$ cat src/rtl/cla_multiword_add_ctrl_pkg.sv
// Shared definitions for the multi-word CLA sequencer: state encoding and index width helper.
package cla_ctrl_pkg;

  localparam logic [1:0] ST_IDLE = 2'd0;
  localparam logic [1:0] ST_RUN  = 2'd1;
  localparam logic [1:0] ST_DONE = 2'd2;

  // StSpare is unreachable in normal operation and behaves as StIdle.
  typedef enum logic [1:0] {
    StIdle  = ST_IDLE,
    StRun   = ST_RUN,
    StDone  = ST_DONE,
    StSpare = 2'd3
  } state_e;

  function automatic int unsigned idx_width(input int unsigned words);
    return (words > 1) ? $clog2(words) : 1;
  endfunction

endpackage

$ cat src/rtl/cla_multiword_add_ctrl_if.sv
// Operand-in / result-out valid-ready bundle for the multi-word CLA sequencer.
interface cla_multiword_add_ctrl_if #(
  parameter int unsigned N     = 16,
  parameter int unsigned WORDS = 4
);
  localparam int unsigned W = N * WORDS;

  logic         in_valid;
  logic         in_ready;
  logic [W-1:0] a;
  logic [W-1:0] b;
  logic         cin;
  logic         out_valid;
  logic         out_ready;
  logic [W-1:0] sum;
  logic         cout;

  modport master (
    output in_valid, a, b, cin, out_ready,
    input  in_ready, out_valid, sum, cout
  );

  modport slave (
    input  in_valid, a, b, cin, out_ready,
    output in_ready, out_valid, sum, cout
  );

endinterface

$ cat src/rtl/cla_multiword_add_ctrl_cla.sv
// Purely combinational N-bit carry-lookahead adder; every carry is a flat sum of products.
module carry_lookahead_adder #(
  parameter int unsigned N = 16
) (
  input  logic [N-1:0] a_i,
  input  logic [N-1:0] b_i,
  input  logic         cin_i,
  output logic [N-1:0] sum_o,
  output logic         cout_o
);

  logic [N-1:0] gen;
  logic [N-1:0] prop;
  logic [N:0]   carry;
  logic         prop_run;
  logic         carry_acc;

  assign gen  = a_i & b_i;
  assign prop = a_i ^ b_i;

  // c[i+1] = g[i] | p[i]g[i-1] | ... | p[i]..p[0]cin, built without reading earlier carries.
  always_comb begin
    carry     = '0;
    prop_run  = 1'b1;
    carry_acc = 1'b0;
    carry[0]  = cin_i;
    for (int i = 0; i < int'(N); i++) begin
      prop_run  = 1'b1;
      carry_acc = 1'b0;
      for (int j = i; j >= 0; j--) begin
        carry_acc = carry_acc | (gen[j] & prop_run);
        prop_run  = prop_run & prop[j];
      end
      carry[i+1] = carry_acc | (prop_run & cin_i);
    end
  end

  assign sum_o  = prop ^ carry[N-1:0];
  assign cout_o = carry[N];

endmodule

$ cat src/rtl/cla_multiword_add_ctrl.sv
// Performs N*WORDS-bit adds by stepping one N-bit CLA across the operand slices, LSB first.
module cla_multiword_add_ctrl
  import cla_ctrl_pkg::*;
#(
  parameter int unsigned N     = 16,
  parameter int unsigned WORDS = 4
) (
  input  logic                     clk,
  input  logic                     rst_n,
  cla_multiword_add_ctrl_if.slave  bus,
  output logic                     busy
);

  localparam int unsigned    IdxW    = idx_width(WORDS);
  localparam logic [IdxW-1:0] LastIdx = IdxW'(WORDS - 1);

  state_e                    state_q, state_d;
  logic [IdxW-1:0]           idx_q, idx_d;
  logic [WORDS-1:0][N-1:0]   op_a_q, op_a_d;
  logic [WORDS-1:0][N-1:0]   op_b_q, op_b_d;
  logic [WORDS-1:0][N-1:0]   sum_q, sum_d;
  logic                      carry_q, carry_d;
  logic                      cout_q, cout_d;

  logic [N-1:0]              slice_a;
  logic [N-1:0]              slice_b;
  logic [N-1:0]              slice_sum;
  logic                      slice_cout;

  assign slice_a = op_a_q[idx_q];
  assign slice_b = op_b_q[idx_q];

  carry_lookahead_adder #(
    .N (N)
  ) u_cla (
    .a_i    (slice_a),
    .b_i    (slice_b),
    .cin_i  (carry_q),
    .sum_o  (slice_sum),
    .cout_o (slice_cout)
  );

  always_comb begin
    state_d = state_q;
    idx_d   = idx_q;
    op_a_d  = op_a_q;
    op_b_d  = op_b_q;
    sum_d   = sum_q;
    carry_d = carry_q;
    cout_d  = cout_q;
    case (state_q)
      StRun: begin
        sum_d[idx_q] = slice_sum;
        carry_d      = slice_cout;
        if (idx_q == LastIdx) begin
          cout_d  = slice_cout;
          state_d = StDone;
        end else begin
          idx_d = idx_q + IdxW'(1);
        end
      end
      StDone: begin
        if (bus.out_ready) begin
          state_d = StIdle;
        end
      end
      default: begin
        // StIdle, and the spare encoding treated identically.
        state_d = StIdle;
        if (bus.in_valid) begin
          op_a_d  = bus.a;
          op_b_d  = bus.b;
          carry_d = bus.cin;
          idx_d   = '0;
          sum_d   = '0;
          state_d = StRun;
        end
      end
    endcase
  end

  always_ff @(posedge clk) begin
    if (!rst_n) begin
      state_q <= StIdle;
      idx_q   <= '0;
      op_a_q  <= '0;
      op_b_q  <= '0;
      sum_q   <= '0;
      carry_q <= 1'b0;
      cout_q  <= 1'b0;
    end else begin
      state_q <= state_d;
      idx_q   <= idx_d;
      op_a_q  <= op_a_d;
      op_b_q  <= op_b_d;
      sum_q   <= sum_d;
      carry_q <= carry_d;
      cout_q  <= cout_d;
    end
  end

  // Handshake outputs come from the state register alone.
  always_comb begin
    bus.in_ready  = (state_q != StRun) && (state_q != StDone);
    bus.out_valid = (state_q == StDone);
    busy          = (state_q == StRun) || (state_q == StDone);
  end

  assign bus.sum  = sum_q;
  assign bus.cout = cout_q;

endmodule

$ cat src/flat_wrapper.sv
// flat-port wrapper written by rule: the top's interface ports become plain ports
module cla_multiword_add_ctrl_flat import cla_ctrl_pkg::*;
#(
  parameter int unsigned N     = 16,
  parameter int unsigned WORDS = 4
)
  (clk, rst_n, busy, bus_in_valid, bus_a, bus_b, bus_cin, bus_out_ready, bus_in_ready, bus_out_valid, bus_sum, bus_cout);
  cla_multiword_add_ctrl_if #(.N(N), .WORDS(WORDS)) bus_i ();
  input  logic clk;
  input  logic rst_n;
  output logic busy;
  input wire logic [$bits(bus_i.in_valid)-1:0] bus_in_valid;
  input wire logic [$bits(bus_i.a)-1:0] bus_a;
  input wire logic [$bits(bus_i.b)-1:0] bus_b;
  input wire logic [$bits(bus_i.cin)-1:0] bus_cin;
  input wire logic [$bits(bus_i.out_ready)-1:0] bus_out_ready;
  output wire logic [$bits(bus_i.in_ready)-1:0] bus_in_ready;
  output wire logic [$bits(bus_i.out_valid)-1:0] bus_out_valid;
  output wire logic [$bits(bus_i.sum)-1:0] bus_sum;
  output wire logic [$bits(bus_i.cout)-1:0] bus_cout;
  assign bus_i.in_valid = bus_in_valid;
  assign bus_i.a = bus_a;
  assign bus_i.b = bus_b;
  assign bus_i.cin = bus_cin;
  assign bus_i.out_ready = bus_out_ready;
  assign bus_in_ready = bus_i.in_ready;
  assign bus_out_valid = bus_i.out_valid;
  assign bus_sum = bus_i.sum;
  assign bus_cout = bus_i.cout;
  cla_multiword_add_ctrl #(.N(N), .WORDS(WORDS)) u_core (.clk(clk), .rst_n(rst_n), .bus(bus_i), .busy(busy));
endmodule
$ cat config.mk
export PLATFORM = sky130hd
export DESIGN_NAME = cla_multiword_add_ctrl_flat
export DESIGN_NICKNAME = d
export VERILOG_FILES = /design/src/rtl/cla_multiword_add_ctrl_pkg.sv /design/src/rtl/cla_multiword_add_ctrl_if.sv /design/src/rtl/cla_multiword_add_ctrl_cla.sv /design/src/rtl/cla_multiword_add_ctrl.sv /design/src/flat_wrapper.sv
export SDC_FILE = /design/constraint.sdc
export NUM_CORES = 1
export LEC_CHECK = 0
export ABC_AREA = 1
export ABC_CLOCK_PERIOD_IN_PS = 2900
export CORE_ASPECT_RATIO = 0.75
export CORE_MARGIN = 4
export CORE_UTILIZATION = 51
export DETAILED_ROUTE_END_ITERATION = 7
export PLACE_DENSITY = 0.81
export SYNTH_ARGS = -nofsm -noshare
export SYNTH_HDL_FRONTEND = slang
export SYNTH_SLANG_ARGS = --single-unit
$ cat constraint.sdc
create_clock -name clk -period 2.9 [get_ports clk]
set_input_delay 0.87 -clock clk [delete_from_list [all_inputs] [get_ports clk]]
set_output_delay 0.87 -clock clk [all_outputs]
set_load 0.02 [all_outputs]
## After elaboration in Yosys (flattened, before gate mapping)

Index checks and enable logic that the tools add are counted.

| cells by class | value |
|---|---|
| $add $sub $neg | 1 |
| order comparisons | 2 |
| equal/unequal tests | 8 |
| muxes and demuxes | 18 |
| bitwise logic cells | 397 |
| reductions and logical operators | 10 |

Operator list:

| kind | count |
|---|---|
| $and A1 B1 Y1 | 256 |
| $or A1 B1 Y1 | 136 |
| $pmux W64 S2 | 1 |
| $bmux W16 S2 | 2 |
| $bwmux W64 | 1 |
| $mux W64 | 1 |
| $mux W16 | 3 |
| $demux W16 S2 | 1 |
| $xor A16 B16 Y16 | 2 |
| $and A16 B16 Y16 | 1 |
| $mux W2 | 4 |
| $pmux W2 S2 | 2 |
| $reduce_and A2 Y1 | 4 |
| $ne A2 B2 Y1 const B | 3 |
| $eq A2 B2 Y1 const B | 2 |
| $ne A2 B1 Y1 const B | 2 |
| $lt A2 B3 Y1 const B | 1 |
| $reduce_and A3 Y1 | 1 |
| $add A2 B1 Y2 const B | 1 |
| $eq A2 B1 Y1 const B | 1 |
| $ge A2 B1 Y1 const B | 1 |
| $logic_and A1 B1 Y1 | 2 |
| $mux W1 | 2 |
| $not A1 Y1 | 2 |
| 4 further kinds | 4 |

| storage, ports and cells | value |
|---|---|
| flip-flop bits (word level) | 198 |
| bits of input ports | 133 |
| word-level logic and storage cells | 452 |

## Depth between registers and ports, before layout

| logic depth | value |
|---|---|
| word-level depth | 22 |
| depth in mapped cells | 19 |
| gate-level depth less buffers | 15 |

## By module

A second synthesis with hierarchy kept.

| unflattened totals | value |
|---|---|
| cells, all modules | 1270 |
| area total of the unflattened synthesis | 9258.9 um2 |

By module, submodules not included:

| module | times used | cells each | area an instance (um2) | seq. area each (um2) |
|---|---|---|---|---|
| cla_multiword_add_ctrl | 1 | 1109 | 8328.0 | 3963.8 |
| carry_lookahead_adder | 1 | 161 | 930.9 | 0.0 |

## Least setup slack after synthesis

No wires, ideal clock.

| path | value |
|---|---|
| path kind | register to register |
| from | reg u_core.idx_q[0] |
| to | reg u_core.sum_q, in the netlist u_core.bus.sum[21] |
| arrival time | 2.437 ns |
| required time | 2.772 ns |
| slack | 0.335 ns |
| cell stages (with the launch flop) | 16 |
| period minus slack after synthesis | 2.565 ns |
| cells stage by stage | dfxtp_1 buf_2 inv_1 buf_2 buf_1 nor2_1 o22ai_1 ha_1 a21oi_1 nand3_2 nand2_1 nand3_1 xnor2_1 o21ai_0 inv_1 nor2_1 |

| on the way | value |
|---|---|
| longest elaborated chain between the ends | 12 |
| elaborated cells between the ends (all ways) | 28 |

Ends and longest elaborated chain:

| element | RTL line | RTL |
|---|---|---|
| start: declaration | cla_multiword_add_ctrl.sv:18 | `logic [IdxW-1:0] idx_q, idx_d;` |
| start signal: assignment | cla_multiword_add_ctrl.sv:93 | `idx_q <= idx_d;` |
| $bmux W16 S2, on equally long branches | cla_multiword_add_ctrl.sv:30, cla_multiword_add_ctrl.sv:31 |  |
| $mux W16, on equally long branches | cla_multiword_add_ctrl.sv:30, cla_multiword_add_ctrl.sv:31 |  |
| $and A16 B16 Y16 or $xor A16 B16 Y16 (tied branches) | cla_multiword_add_ctrl_cla.sv:18, cla_multiword_add_ctrl_cla.sv:19 |  |
| $and A1 B1 Y1, on equally long branches | cla_multiword_add_ctrl_cla.sv:31, cla_multiword_add_ctrl_cla.sv:32 |  |
| $or A1 B1 Y1, or another cell as far along (3 in series) | cla_multiword_add_ctrl_cla.sv:31 | `carry_acc = carry_acc \| (gen[j] & prop_run);` |
| $or A1 B1 Y1 or $and A1 B1 Y1 (tied branches) | cla_multiword_add_ctrl_cla.sv:31, cla_multiword_add_ctrl_cla.sv:34 |  |
| $or A1 B1 Y1 | cla_multiword_add_ctrl_cla.sv:34 | `carry[i+1] = carry_acc \| (prop_run & cin_i);` |
| $xor A16 B16 Y16 | cla_multiword_add_ctrl_cla.sv:38 | `assign sum_o = prop ^ carry[N-1:0];` |
| $bwmux W64 (*) | cla_multiword_add_ctrl.sv:53 | `sum_d[idx_q] = slice_sum;` |
| $pmux W64 S2 (*) | cla_multiword_add_ctrl.sv:51 | `case (state_q)` |
| end signal: assignment | cla_multiword_add_ctrl.sv:96 | `sum_q <= sum_d;` |
| end: declaration | cla_multiword_add_ctrl.sv:21 | `logic [WORDS-1:0][N-1:0] sum_q, sum_d;` |

Every way passes the cells marked *; elsewhere a longest branch is shown, timed or not. The select of a mux whose other input is x is not followed.
A chain may end at the register's enable or synchronous reset.

## Worst setup path after layout

| path | value |
|---|---|
| from | reg u_core.state_q[0] |
| to | out busy |

| on the way | value |
|---|---|
| longest elaborated chain between the ends | 2 |
| elaborated cells between the ends (all ways) | 3 |

Ends and longest elaborated chain:

| element | RTL line | RTL |
|---|---|---|
| start: declaration | cla_multiword_add_ctrl.sv:17 | `state_e state_q, state_d;` |
| start signal: assignment | cla_multiword_add_ctrl.sv:84 | `state_q <= StIdle;` |
| start signal: assignment | cla_multiword_add_ctrl.sv:92 | `state_q <= state_d;` |
| $eq A2 B1 Y1 or $eq A2 B2 Y1 (tied branches) | cla_multiword_add_ctrl.sv:106 | `busy = (state_q == StRun) \|\| (state_q == StDone);` |
| $logic_or A1 B1 Y1 (*) | cla_multiword_add_ctrl.sv:106 |  |
| end: declaration | flat_wrapper.sv:11 | `output logic busy;` |

Every way passes the cells marked *; elsewhere a longest branch is shown, timed or not.

==> impl_metrics.ini <==
[power]
power_frac_comb_pct = 23.1
power_frac_seq_pct = 43.8
p_int_mw = 4.67
leakagePower_nw = 4.78
ir_drop_mv = 0.306
power_density_mw_per_mm2 = 585
power_switching_mw = 2.24
p_sw_share_pct = 32.5
clkPwrFrac_pct = 33.1

[die]
core_area_mm2 = 0.0170
die_y_um = 122
die_x_um = 161
num_io_pins = 201
rows = 41
dieArea_mm2 = 0.0197
initial_core_util_pct = 52.5

[routing]
drtIter0Drc = 870
dr_total_vias = 9085
drc = 0
drtPass1Iterations = 5
finalWirelength_mm = 27.8
ant_nets = 0
wl_per_cell_um = 16.6
vias_per_cell = 5.42

[final_layout]
multi_input_area_mm2 = 0.00444
drive_gt1_share_pct = 7.57
num_antenna_cells = 0
nFillCells = 1388
nets = 1583
seqCellArea_mm2 = 0.00397
fin_area_mm2 = 0.0118
fin_cells = 1676
area_growth_syn_to_layout_pct = 32.7

[setup_path]
cpPeakStageDelay_ps = 590
crit_type = flip-flop to primary output
cp_common_cell = inv_1
worst_ep_required_time_ps = 2030
critical_path_arrival_ps = 1840
end_kind = primary output
crit_path_start_kind = flip-flop
crit_chain = inv_1 > ha_1 > inv_1 > clkdlybuf4s50_1
crit_path_max_fanout = 3
slowest_stage = clkdlybuf4s50_1

[clock_tree]
cts.htree.levels = 4
post_cts_buffers = 0
numCtsBuffers = 17
clock_path_buffers = 2
clk_latency_ps = 440
root_buffer = clkbuf_16
cts_tree = done
path_clk_slew_ps = 70
cts_sinks = 198

[timing]
fin_hold_ws_ps = 463
setup_tns_ps = 0
grt_setup_unrepaired = no
final.setup_skew_ps = 12.0
post-route-period-util_pct = 93.5
fin_ws_ps = 187
worst_pin_slew_ps = 863
fmax_ghz = 0.369
final-hold-violation-count = 0
setup_violations = 0
min_period_ps = 2710
drv_slew = 0
maxSlewHeadroom_pct = 42.5

[logic_synthesis]
synth_edf_count = 0
yosysTopAreaCell = dfxtp_1
syn_area_mm2 = 0.00891
synth_common_cells = 343 x nor2_1, 198 x dfxtp_1, 196 x o21ai_0
synth_area_leaders = dfxtp_1 44%, nor2_1 14%, o21ai_0 11%
syn_inst = 1259
synth_seq_cells = 198
syn_avg_cell_area_um2 = 7.08
synth_nets = 1415
synth_top_area_share_pct = 44.5
synth.most_common_cell = nor2_1
ys_types = 34
async_flop_share_pct = 0
ys_warn_count = 0
ys_seq_area_share_pct = 44.5
synthFlopType = dfxtp_1

[global_route]
grt_max_degree = 131
grt_pass1_vias = 8449
gr-usage-all-layers_pct = 28.0
gr-total-overflow = 0
grt_pass1_wl_mm = 44.4
antenna_found_initial = 0

[place]
io_buffers = 200
placed_cells = 1644
post-place-ws_ps = 281
place_congestion = 0.903
placed_area_mm2 = 0.0112
dp_hpwl_mm = 20.2

[outcome]
status = finished clean

[run]
drv_cap = 0

[hold_path]
hp-class = flip-flop to flip-flop
[metrics by stage]
| step | utilization, % | power [mW] |
|---|---|---|
| detailed placement | 66.2 | 4.64 |
| global route | 69.6 | 7.22 |
| floorplan | - | 4.02 |
| CTS | 69.5 | 6.89 |
| finish | 69.6 | 6.91 |
| global placement | 66.2 | 4.61 |
[per-layer routing]
metal / share of wire [%] / up-vias / track usage [%] / wire length (um)
met5: 0 / - / 0 / 0
met4: 1.1 / 0 / 6.50 / 315
met3: 8.3 / 36 / 6.55 / 2320
met2: 45 / 381 / 43.0 / 12400
met1: 46 / 4207 / 40.3 / 12800
li1: - / 4461 / - / -
[critical path, delay by kind of cell, from the launching register on]
family | cells | cell delay, ps
buffers and inverters | 3 | 720
adders and majority gates | 1 | 350
DFF | 1 | 340
[cell usage in the layout, fill, tap and decap left out, types with 2 or more instances in the layout]
| master | Yosys | layout |
|---|---|---|
| inv_6 | 0 | 4 |
| inv_8 | 0 | 3 |
| a21oi_2 | 2 | 2 |
| nand2_4 | 2 | 3 |
| o21ai_2 | 5 | 5 |
| clkdlybuf4s50_1 | 0 | 199 |
| nand3_1 | 45 | 45 |
| buf_4 | 0 | 16 |
| nand2_1 | 154 | 153 |
| nand3b_4 | 2 | 2 |
| clkbuf_16 | 0 | 17 |
| inv_1 | 48 | 46 |
| nor2_1 | 343 | 342 |
| xnor2_1 | 3 | 2 |
| nand3_2 | 5 | 5 |
| clkinv_2 | 0 | 2 |
| xor2_1 | 3 | 3 |
| dfxtp_1 | 198 | 197 |
| inv_2 | 9 | 10 |
| ha_1 | 22 | 22 |
| o21ai_1 | 6 | 6 |
| clkinv_4 | 0 | 5 |
| nor2_2 | 6 | 7 |
| a32oi_1 | 2 | 2 |
| a21oi_1 | 75 | 75 |
| buf_12 | 0 | 11 |
| nand2_2 | 9 | 9 |
| o21ai_0 | 196 | 196 |
| xor2_2 | 2 | 2 |
| o22ai_1 | 30 | 30 |
| nand4_1 | 6 | 6 |
[cells by family after synthesis]
kind of cell,after synthesis,synth area share [%]
xor gates and xnor gates,8,0.955
and+or+nand+nor,575,26.5
buffers and inverters,135,5.87
DFF,198,44.5
AOI/OAI and AO/OA,320,18.9
adders and majority gates,23,3.31
[what timing repair did]
item / 4_1_cts / 5_1_grt
hold buffers: 0 / 0
resized for setup: 0 / 2
endpoints found under the setup margin: 0 / 4
[sequential cells by signal (all words and copies together) (netlist names)]
name,count
u_core.bus.cout,1
u_core.op_b_q,64
u_core.bus.sum,64
u_core.op_a_q,64
u_core.state_q,2
u_core.carry_q,1
u_core.idx_q,2
[power by group through the flow]
stage	clock network (mW)	registers [mW]	logic, mW
global placement	0	3.08	1.53
detailed placement	0	3.08	1.55
floorplan	0	3.07	0.950
finish	2.29	3.03	1.60
global route	2.41	3.04	1.76
CTS	2.30	3.02	1.57
[worst paths after layout]
check                                                startpoint                         endpoint  slack (ps)  cells after the start
worst max register to register     u_core.idx_q[0]$_SDFFE_PN0P_  u_core.bus.sum[31]$_SDFFE_PN0P_         290                     14
worst min-delay path            u_core.bus.sum[10]$_SDFFE_PN0P_  u_core.bus.sum[10]$_SDFFE_PN0P_         460                      2
worst max-delay path             u_core.state_q[0]$_SDFFE_PN0P_                             busy         190                      4
worst min register to register  u_core.bus.sum[10]$_SDFFE_PN0P_  u_core.bus.sum[10]$_SDFFE_PN0P_         460                      2
[cell type report]
type / instances / share of cell area (%)
multi-input combinational: 926 / 37.6
sequential: 198 / 33.6
timing repair buffer: 227 / 19.8
clock buffer: 17 / 3.60
tap: 236 / 2.50
clock inverter: 15 / 1.18
inverter: 57 / 1.83
Power figures use the tool's default switching activity.
